--- src/rtl/rv32_lsu.sv ---
// rv32_lsu: MEM-stage load/store unit for a word-addressed 32-bit data memory.
// It handles one request at a time. Sub-word stores are done as read-modify-write.
// Misaligned requests and illegal funct3 values get an error response and never
// touch memory.
module rv32_lsu #(
    parameter int ADDR_W     = 8,
    parameter int MEM_RD_LAT = 2
) (
    input  logic        clk,
    input  logic        rst,
    input  logic        req_valid,
    output logic        req_ready,
    input  logic        req_store,
    input  logic [2:0]  req_funct3,
    input  logic [31:0] req_addr,
    input  logic [31:0] req_wdata,
    output logic        resp_valid,
    output logic [31:0] resp_rdata,
    output logic        resp_err,
    output logic        mem_enable,
    output logic        mem_read,
    output logic [31:0] mem_addr,
    output logic [31:0] mem_wdata,
    input  logic [31:0] mem_rdata
);

    typedef enum logic [2:0] {IDLE, RD, CAP, WR, RESP} state_t;

    localparam logic [7:0] RD_LAST = 8'(MEM_RD_LAT - 1);

    state_t      state_q;
    logic        store_q;
    logic [2:0]  f3_q;
    logic [1:0]  lane_q;
    logic [31:0] wdata_q;
    logic [7:0]  cnt_q;
    logic        resp_valid_q, resp_err_q;
    logic [31:0] resp_rdata_q;
    logic        mem_en_q, mem_rd_q;
    logic [31:0] mem_addr_q, mem_wdata_q;

    // Address bits above the memory's word index are ignored by design, so
    // the address wraps every 4 << ADDR_W bytes.
    logic unused_addr_bits;
    assign unused_addr_bits = ^req_addr[31:ADDR_W+2];

    // Returns 1 when the request is misaligned or its funct3 is illegal.
    function automatic logic bad_req(input logic st, input logic [2:0] f3, input logic [1:0] lo);
        logic illegal, misal;
        if (st) illegal = !(f3 == 3'b000 || f3 == 3'b001 || f3 == 3'b010);
        else    illegal = !(f3 == 3'b000 || f3 == 3'b001 || f3 == 3'b010 ||
                            f3 == 3'b100 || f3 == 3'b101);
        misal = (f3[1:0] == 2'b01 && lo[0]) || (f3[1:0] == 2'b10 && lo != 2'b00);
        return illegal || misal;
    endfunction

    // Selects the byte or halfword lane from the memory word and extends it.
    function automatic logic [31:0] extract(input logic [31:0] w, input logic [2:0] f3, input logic [1:0] lo);
        logic [7:0]  b;
        logic [15:0] h;
        b = w[{lo, 3'b000} +: 8];
        h = lo[1] ? w[31:16] : w[15:0];
        case (f3)
            3'b000:  return {{24{b[7]}}, b};
            3'b001:  return {{16{h[15]}}, h};
            3'b100:  return {24'd0, b};
            3'b101:  return {16'd0, h};
            default: return w;
        endcase
    endfunction

    // Writes the store data into its lane of the word that was read back.
    function automatic logic [31:0] merge(input logic [31:0] w, input logic [31:0] wd,
                                          input logic [2:0] f3, input logic [1:0] lo);
        logic [31:0] r;
        r = w;
        if (f3[1:0] == 2'b00)  r[{lo, 3'b000} +: 8] = wd[7:0];
        else if (lo[1])        r[31:16] = wd[15:0];
        else                   r[15:0]  = wd[15:0];
        return r;
    endfunction

    // Reset overrides the registered controls at once, so a write that is in
    // flight is dropped rather than committed.
    assign req_ready  = (state_q == IDLE) && !rst;
    assign mem_enable = mem_en_q && !rst;
    assign mem_read   = mem_rd_q || rst;
    assign resp_valid = resp_valid_q;
    assign resp_rdata = resp_rdata_q;
    assign resp_err   = resp_err_q;
    assign mem_addr   = mem_addr_q;
    assign mem_wdata  = mem_wdata_q;

    // Request sequencer. Every output is registered and is updated when the
    // FSM enters a new state.
    always_ff @(posedge clk) begin
        if (rst) begin
            state_q      <= IDLE;
            store_q      <= 1'b0;
            f3_q         <= 3'd0;
            lane_q       <= 2'd0;
            wdata_q      <= 32'd0;
            cnt_q        <= 8'd0;
            resp_valid_q <= 1'b0;
            resp_err_q   <= 1'b0;
            resp_rdata_q <= 32'd0;
            mem_en_q     <= 1'b0;
            mem_rd_q     <= 1'b1;
            mem_addr_q   <= 32'd0;
            mem_wdata_q  <= 32'd0;
        end else begin
            case (state_q)
                IDLE: if (req_valid) begin
                    store_q <= req_store;
                    f3_q    <= req_funct3;
                    lane_q  <= req_addr[1:0];
                    wdata_q <= req_wdata;
                    if (bad_req(req_store, req_funct3, req_addr[1:0])) begin
                        state_q      <= RESP;
                        resp_valid_q <= 1'b1;
                        resp_err_q   <= 1'b1;
                        resp_rdata_q <= 32'd0;
                    end else begin
                        mem_en_q   <= 1'b1;
                        mem_addr_q <= {{(32-ADDR_W){1'b0}}, req_addr[ADDR_W+1:2]};
                        if (req_store && req_funct3 == 3'b010) begin
                            state_q     <= WR;
                            mem_rd_q    <= 1'b0;
                            mem_wdata_q <= req_wdata;
                        end else begin
                            state_q  <= RD;
                            mem_rd_q <= 1'b1;
                            cnt_q    <= 8'd0;
                        end
                    end
                end
                RD: begin
                    if (cnt_q == RD_LAST) state_q <= CAP;
                    else                  cnt_q   <= cnt_q + 8'd1;
                end
                CAP: begin
                    if (store_q) begin
                        state_q     <= WR;
                        mem_rd_q    <= 1'b0;
                        mem_wdata_q <= merge(mem_rdata, wdata_q, f3_q, lane_q);
                    end else begin
                        state_q      <= RESP;
                        mem_en_q     <= 1'b0;
                        resp_valid_q <= 1'b1;
                        resp_err_q   <= 1'b0;
                        resp_rdata_q <= extract(mem_rdata, f3_q, lane_q);
                    end
                end
                WR: begin
                    state_q      <= RESP;
                    mem_en_q     <= 1'b0;
                    mem_rd_q     <= 1'b1;
                    resp_valid_q <= 1'b1;
                    resp_err_q   <= 1'b0;
                    resp_rdata_q <= 32'd0;
                end
                RESP: begin
                    state_q      <= IDLE;
                    resp_valid_q <= 1'b0;
                    resp_err_q   <= 1'b0;
                    resp_rdata_q <= 32'd0;
                end
                default: state_q <= IDLE;
            endcase
        end
    end

endmodule

--- config.mk ---
export PLATFORM = sky130hd
export DESIGN_NAME = rv32_lsu
export DESIGN_NICKNAME = d
export VERILOG_FILES = /design/src/rtl/rv32_lsu.sv
export SDC_FILE = /design/constraint.sdc
export NUM_CORES = 1
export LEC_CHECK = 0
export BUFFER_PORTS_ARGS = -buffer_cell sky130_fd_sc_hd__buf_2
export CAP_MARGIN = 20
export CELL_PAD_IN_SITES_DETAIL_PLACEMENT = 0
export CELL_PAD_IN_SITES_GLOBAL_PLACEMENT = 2
export CORE_ASPECT_RATIO = 0.9
export CORE_MARGIN = 2
export CORE_UTILIZATION = 29
export DETAILED_ROUTE_END_ITERATION = 10
export PLACE_DENSITY = 0.81
export RECOVER_POWER = 100
export SYNTH_ARGS = -nofsm -noshare
export SYNTH_HDL_FRONTEND = slang
export SYNTH_SLANG_ARGS = --single-unit
--- constraint.sdc ---
create_clock -name clk -period 2.3 [get_ports clk]
set_input_delay 0.345 -clock clk [delete_from_list [all_inputs] [get_ports clk]]
set_output_delay 0.345 -clock clk [all_outputs]
set_load 0.01 [all_outputs]
After elaboration in Yosys (flattened, before gate mapping)
Cells that the tools add are included.

operators by class
  add/subtract/negate cells = 2
  $mul = 0
  divide/modulo/power cells = 0
  magnitude comparators = 0
  equality and inequality tests = 23
  shift-type cells = 3
  muxes and demuxes = 44
  bitwise gates (word level) = 1
  reduce and logical (&&, ||, !) cells = 35

operators with widths
  operator                                                                count
  32-bit 2-to-1 mux                                                       8
  32-bit case mux with 4 select lines                                     1
  32-bit case mux with 3 select lines                                     1
  32-bit case mux with 2 select lines                                     1
  16-bit 2-to-1 mux                                                       3
  32-bit bitwise mux                                                      1
  8-bit 2-to-1 mux                                                        4
  8-bit by 7-bit variable shift with 32-bit output, first input constant  1
  32-bit by 6-bit variable part select with 8-bit output                  1
  8-bit by 7-bit variable part select with 32-bit output                  1
  8-bit case mux with 2 select lines                                      1
  4-bit AND reduction                                                     4
  3-bit equality test, second input constant                              5
  1-bit 2-to-1 mux                                                        14
  2-bit != test, second input constant                                    7
  3-bit 2-to-1 mux                                                        4
  3-bit case mux with 4 select lines                                      1
  5-bit AND reduction                                                     2
  3-bit by 1-bit equality test with 1-bit output, second input constant   3
  3-bit by 2-bit equality test with 1-bit output, second input constant   3
  3-bit logical NOT                                                       3
  1-bit case mux with 3 select lines                                      3
  8-bit by 1-bit adder with 8-bit output, second input constant           1
  8-bit by 1-bit equality test with 1-bit output, second input constant   1
  17 further kinds                                                        34

storage, ports and cells
  register bits after elaboration = 109
  latch bits = 0
  memory bits (writable) = 0
  memory bits (read-only) = 0
  input bits = 103
  output and inout bits = 101
  logic and storage cells = 121
  memories kept = 0

Longest topological paths before layout
  depth after elaboration = 14
  mapped depth = 8
  mapped depth without buffers = 6

Least setup slack after synthesis
Ideal clock, no wire load.

  path kind = reg2reg
  start point = register lane_q[1]
  end point = register mem_wdata_q[15], in the netlist mem_wdata[15]
  library setup time = 0.132 ns
  arrival time = 1.939 ns
  required time = 2.168 ns
  setup slack = 0.230 ns
  stages on the path, launching flop included = 9
  buffers on the path = 2
  period minus slack after synthesis = 2.070 ns
  cells stage by stage = dfxtp_1 -> buf_2 -> inv_1 -> ha_1 -> and4b_1 -> buf_1 -> a221o_1 -> a221oi_1 -> nor3_1

between the ends
  longest elaborated chain between the ends = 6
  elaborated cells between the ends (all ways) = 8
  those cells by class = add/sub: 1; shift: 2; mux: 5

RTL lines
  item                                                                                                                               line  RTL
  start, declared                                                                                                                    34    logic [1:0] lane_q;
  start signal, assigned                                                                                                             116   lane_q <= req_addr[1:0];
  5-bit negation with 7-bit output                                                                                                   77    if (f3[1:0] == 2'b00) r[{lo, 3'b000} +: 8] = wd[7:0];
  8-bit by 7-bit variable part select with 32-bit output / 8-bit by 7-bit variable shift with 32-bit output (equally long branches)  77
  32-bit bitwise mux                                                                                                                 77
  32-bit 2-to-1 mux *                                                                                                                77
  32-bit 2-to-1 mux *                                                                                                                142   if (store_q) begin
  32-bit case mux with 2 select lines *                                                                                              112   case (state_q)
  end signal, assigned                                                                                                               129   mem_wdata_q <= req_wdata;
  end signal, assigned                                                                                                               145   mem_wdata_q <= merge(mem_rdata, wdata_q, f3_q, lane_q);
  end, declared                                                                                                                      40    logic [31:0] mem_addr_q, mem_wdata_q;

Every way passes the cells marked *; elsewhere a longest branch is shown, timed or not. The select of a mux whose other input is x is not followed.
A chain may end at the register's enable or synchronous reset.

Final worst setup path
  start point = register state_q[1]
  end point = register resp_rdata_q[3], in the netlist resp_rdata[3]

between the ends
  longest elaborated chain between the ends = 4
  elaborated cells between the ends (all ways) = 11
  those cells by class = eq/ne: 6; mux: 1; reduce/logical: 4

RTL lines
  item                                                                                          line  RTL
  start, declared                                                                               31    state_t state_q;
  start signal, assigned                                                                        98    state_q <= IDLE;
  start signal, assigned                                                                        119   state_q <= RESP;
  start signal, assigned                                                                        127   state_q <= WR;
  3-bit by 2-bit equality test with 1-bit output / 3-bit equality test (equally long branches)  112
  2-bit OR reduction (no line)                                                                  n/a
  3-bit nonzero test (no line)                                                                  n/a
  4-bit AND reduction (no line)                                                                 n/a
  end signal, assigned                                                                          151   resp_rdata_q <= extract(mem_rdata, f3_q, lane_q);
  end, declared                                                                                 38    logic [31:0] resp_rdata_q;

Several ways; a longest one is shown, not always the timed one.

==> results.md <==
* CTS buffer count at 9
* Async S/R FF share, synth at 0
* Die W at 153.4 µm
* Met3 routed WL at around 1.2 mm
* Switching share of power at 0.3024
* Count leader, synth: dfxtp_1
* Synthesized area at approximately 5800 µm²
* Die Ht at 138.4 µm
* Outcome: complete, no violations
* Synth top area share at 0.3748
* Share of cells above drive strength 1 at 0.1764
* Pin count of the biggest net entering global routing at 56
* Clock sinks at ~110
* Syn Area/Cell at around 8.6 µm²
* Met2 WL at between 8 and 9 mm
* CTS resizes at 0
* # H-tree levels at 3
* Total wire length at a little under 20 mm
* Initial core utilization at 0.2931
* Ports at 204
* Gr ovfl total at 0
* Critical path data arrival time at approximately 2.4 ns
* DRC Markers at 0
* Hold_ws at around 0.22 ns
* Critical Path Slowest Stage Cell: dfxtp_1
* Highest metal used: met4
* Vias in the first global route at 5054
* Reg power frac at 0.459
* Final sum of negative setup slack at 0 ns
* Unique cell type count in the Yosys netlist at 58
* CP Capture Type: flip-flop
* Worst-Margin Slew at 1.022 ns
* CP Class: flip-flop to flip-flop
* Final Wtd Congestion at approximately 0.81
* Area growth syn-to-layout at 21.38%
* Total number of vias at 5542
* Clock Latency Late Sink at 0.36 ns
* Synth top cells by count: dfxtp_1, nand2_1, a21oi_1
* # port buffers at 157
* Post-synth top area cell: dfxtp_1
* CTS tree: yes
* Internal at around 0.0031 W
* Clk_skew at 0.01023 ns
* Seq/Total Area, Yosys at 0.3748
* Initial antenna violation count at 1
* Vias per cell at between 5 and 6
* NumNets Final at between 900 and 1000
* Clock root buffer: clkbuf_16
* Combinational share of power at 0.189
* Longest Clk Path Bufs at 2
* Synth Register Bits at between 100 and 150
* Crit-path max cell delay at between 0.5 and 0.6 ns
* # fillers at around 2200
* Clock Pin Slew Worst Setup and Hold Paths at 0.07 ns
* CP Cell Sequence: clkbuf_1 > nor2_1 > a22oi_1 > buf_4 > and2_1 > mux2i_1
* RSZ-0062 raised after global routing: false
* Core area at 19860 µm²
* Setup WS pre-CTS at 0.2291 ns
* Synth Instances at 674
* Register Area at approximately 2200 µm²
* Max_slew headroom at 0.3141
* Hold buffers post-CTS at 0
* Crit path launch type: flip-flop
* Number of max-cap violations at 0
* Antenna Nets Post-Route at 0
* Psw at approximately 0.0013 W
* Global-route wire length before repair at approximately 29 mm
* Min Tclk post-route at between 2 and 2.5 ns
* Total GRT Usage at 0.1759
* Final core utilization at 0.3558
* Max Freq at 466.7 MHz
* Slew Limit Fails at 0
* FP Rows at 49
* Drt first-iter violations at 391
* Critical Path Fanout Max at 12
* Leakage Power at ~2.7 nW
* Total Power at about 0.0044 W
* Postcts setup bufs at 0
* Crit share post-route at 0.9316
* Clock power share at 0.352
* Synth area leaders: dfxtp_1, mux2i_1, a221oi_1
* Worst setup margin at around 0.16 ns
* Warning count from the yosys run at 0
* Reg2reg setup slack at 0.16 ns
* Area taken by multi-input logic gates at between 3000 and 4000 µm²
* Max VDD drop at ~0.34 mV
* Die area at approximately 21000 µm²
* DR pass1 iterations at 6
* Final Hold Viols at 0
* CP Data Required Time at roughly 2.6 ns
* Path category of the worst min-delay check: primary input to flip-flop
* WL/cell at between 15 and 20 µm
* Final setup viols at 0
* Main synth FF type: dfxtp_1
* Pwr per Cell Area at 629.4 nW/µm²
* Routed metal-1 wire length at 9.347 mm
* Dpl hpwl at about 14 mm
* EDFF count, synth at 0
## state kept, by name (all words and copies together), names as in the netlist
name / count
f3_q: 3
resp_valid: 1
mem_addr: 8
state_q: 3
resp_err: 1
wdata_q: 16
mem_en_q: 1
cnt_q: 8
store_q: 1
mem_rd_q: 1
lane_q: 2
resp_rdata: 32
mem_wdata: 32
## worst max-delay path, delay by kind of cell, from the launching register on
family / cells / cell delay (ns)
flops: 1 / 0.58
buf+inv: 2 / 0.49
simple gates: 2 / 0.40
compound gates: 1 / 0.39
mux: 1 / 0.21
## power by group through the flow
stage | sequential [W] | clock [W] | combinational [W]
after detailed placement | 0.00208 | 0 | 0.000854
after CTS | 0.00204 | 0.00161 | 0.000859
after floorplan | 0.00205 | 0 | 0.000572
final | 0.00204 | 0.00156 | 0.000842
after global routing | 0.00205 | 0.00169 | 0.000928
after global placement | 0.00208 | 0 | 0.000858
## area by class of cell
cell class                 instances  area share
timing repair buffer             190      0.1324
antenna                            1   0.0003541
multi-input combinational        497      0.4658
inverter                          10    0.005312
clock inverter                     4    0.004249
tap                              255     0.04515
sequential                       109      0.3090
clock buffer                      12     0.03771
## cell families after synthesis
kind of cell,Yosys count,synth area share
simple gates,225,0.2044
compound gates,194,0.2437
flops,109,0.3748
buf+inv,91,0.07930
mux,41,0.07307
fa+ha+maj,7,0.01504
xor+xnor,6,0.009026
other cells,1,0.0006441
## per-layer routing
| layer | up-vias | GRT usage |
|---|---|---|
| met4 | 0 | 0.03766 |
| li1 | 2759 | - |
| met2 | 177 | 0.2653 |
| met3 | 14 | 0.04044 |
| met1 | 2592 | 0.2562 |
| met5 | - | 0 |
## per-stage QoR
step                      instance area, µm²  cells
after global routing                    7064   1077
final                                   7067   1078
after global placement                  6899   1061
after floorplan                         5908    697
after CTS                               7196   1077
after detailed placement                6899   1061
## placed cells by master (no fill, tap or decap), types with 26 or more instances in the layout
master,netlist,final
a21oi_1,48,48
mux2i_1,38,38
nor2_1,28,28
clkbuf_1,42,78
buf_4,24,26
a221oi_1,34,34
buf_2,6,82
nand2_1,67,67
o21ai_0,32,32
dfxtp_1,109,108
## final timing paths
kind              cells after the start       endpoint    startpoint
setup / recovery                      6  resp_rdata[3]    state_q[1]
hold / removal                        3    mem_addr[5]   req_addr[7]
setup reg to reg                      6  resp_rdata[3]    state_q[1]
hold reg to reg                       2   mem_wdata[6]  mem_wdata[6]
Note: power is estimated with default switching activity, not from simulation.
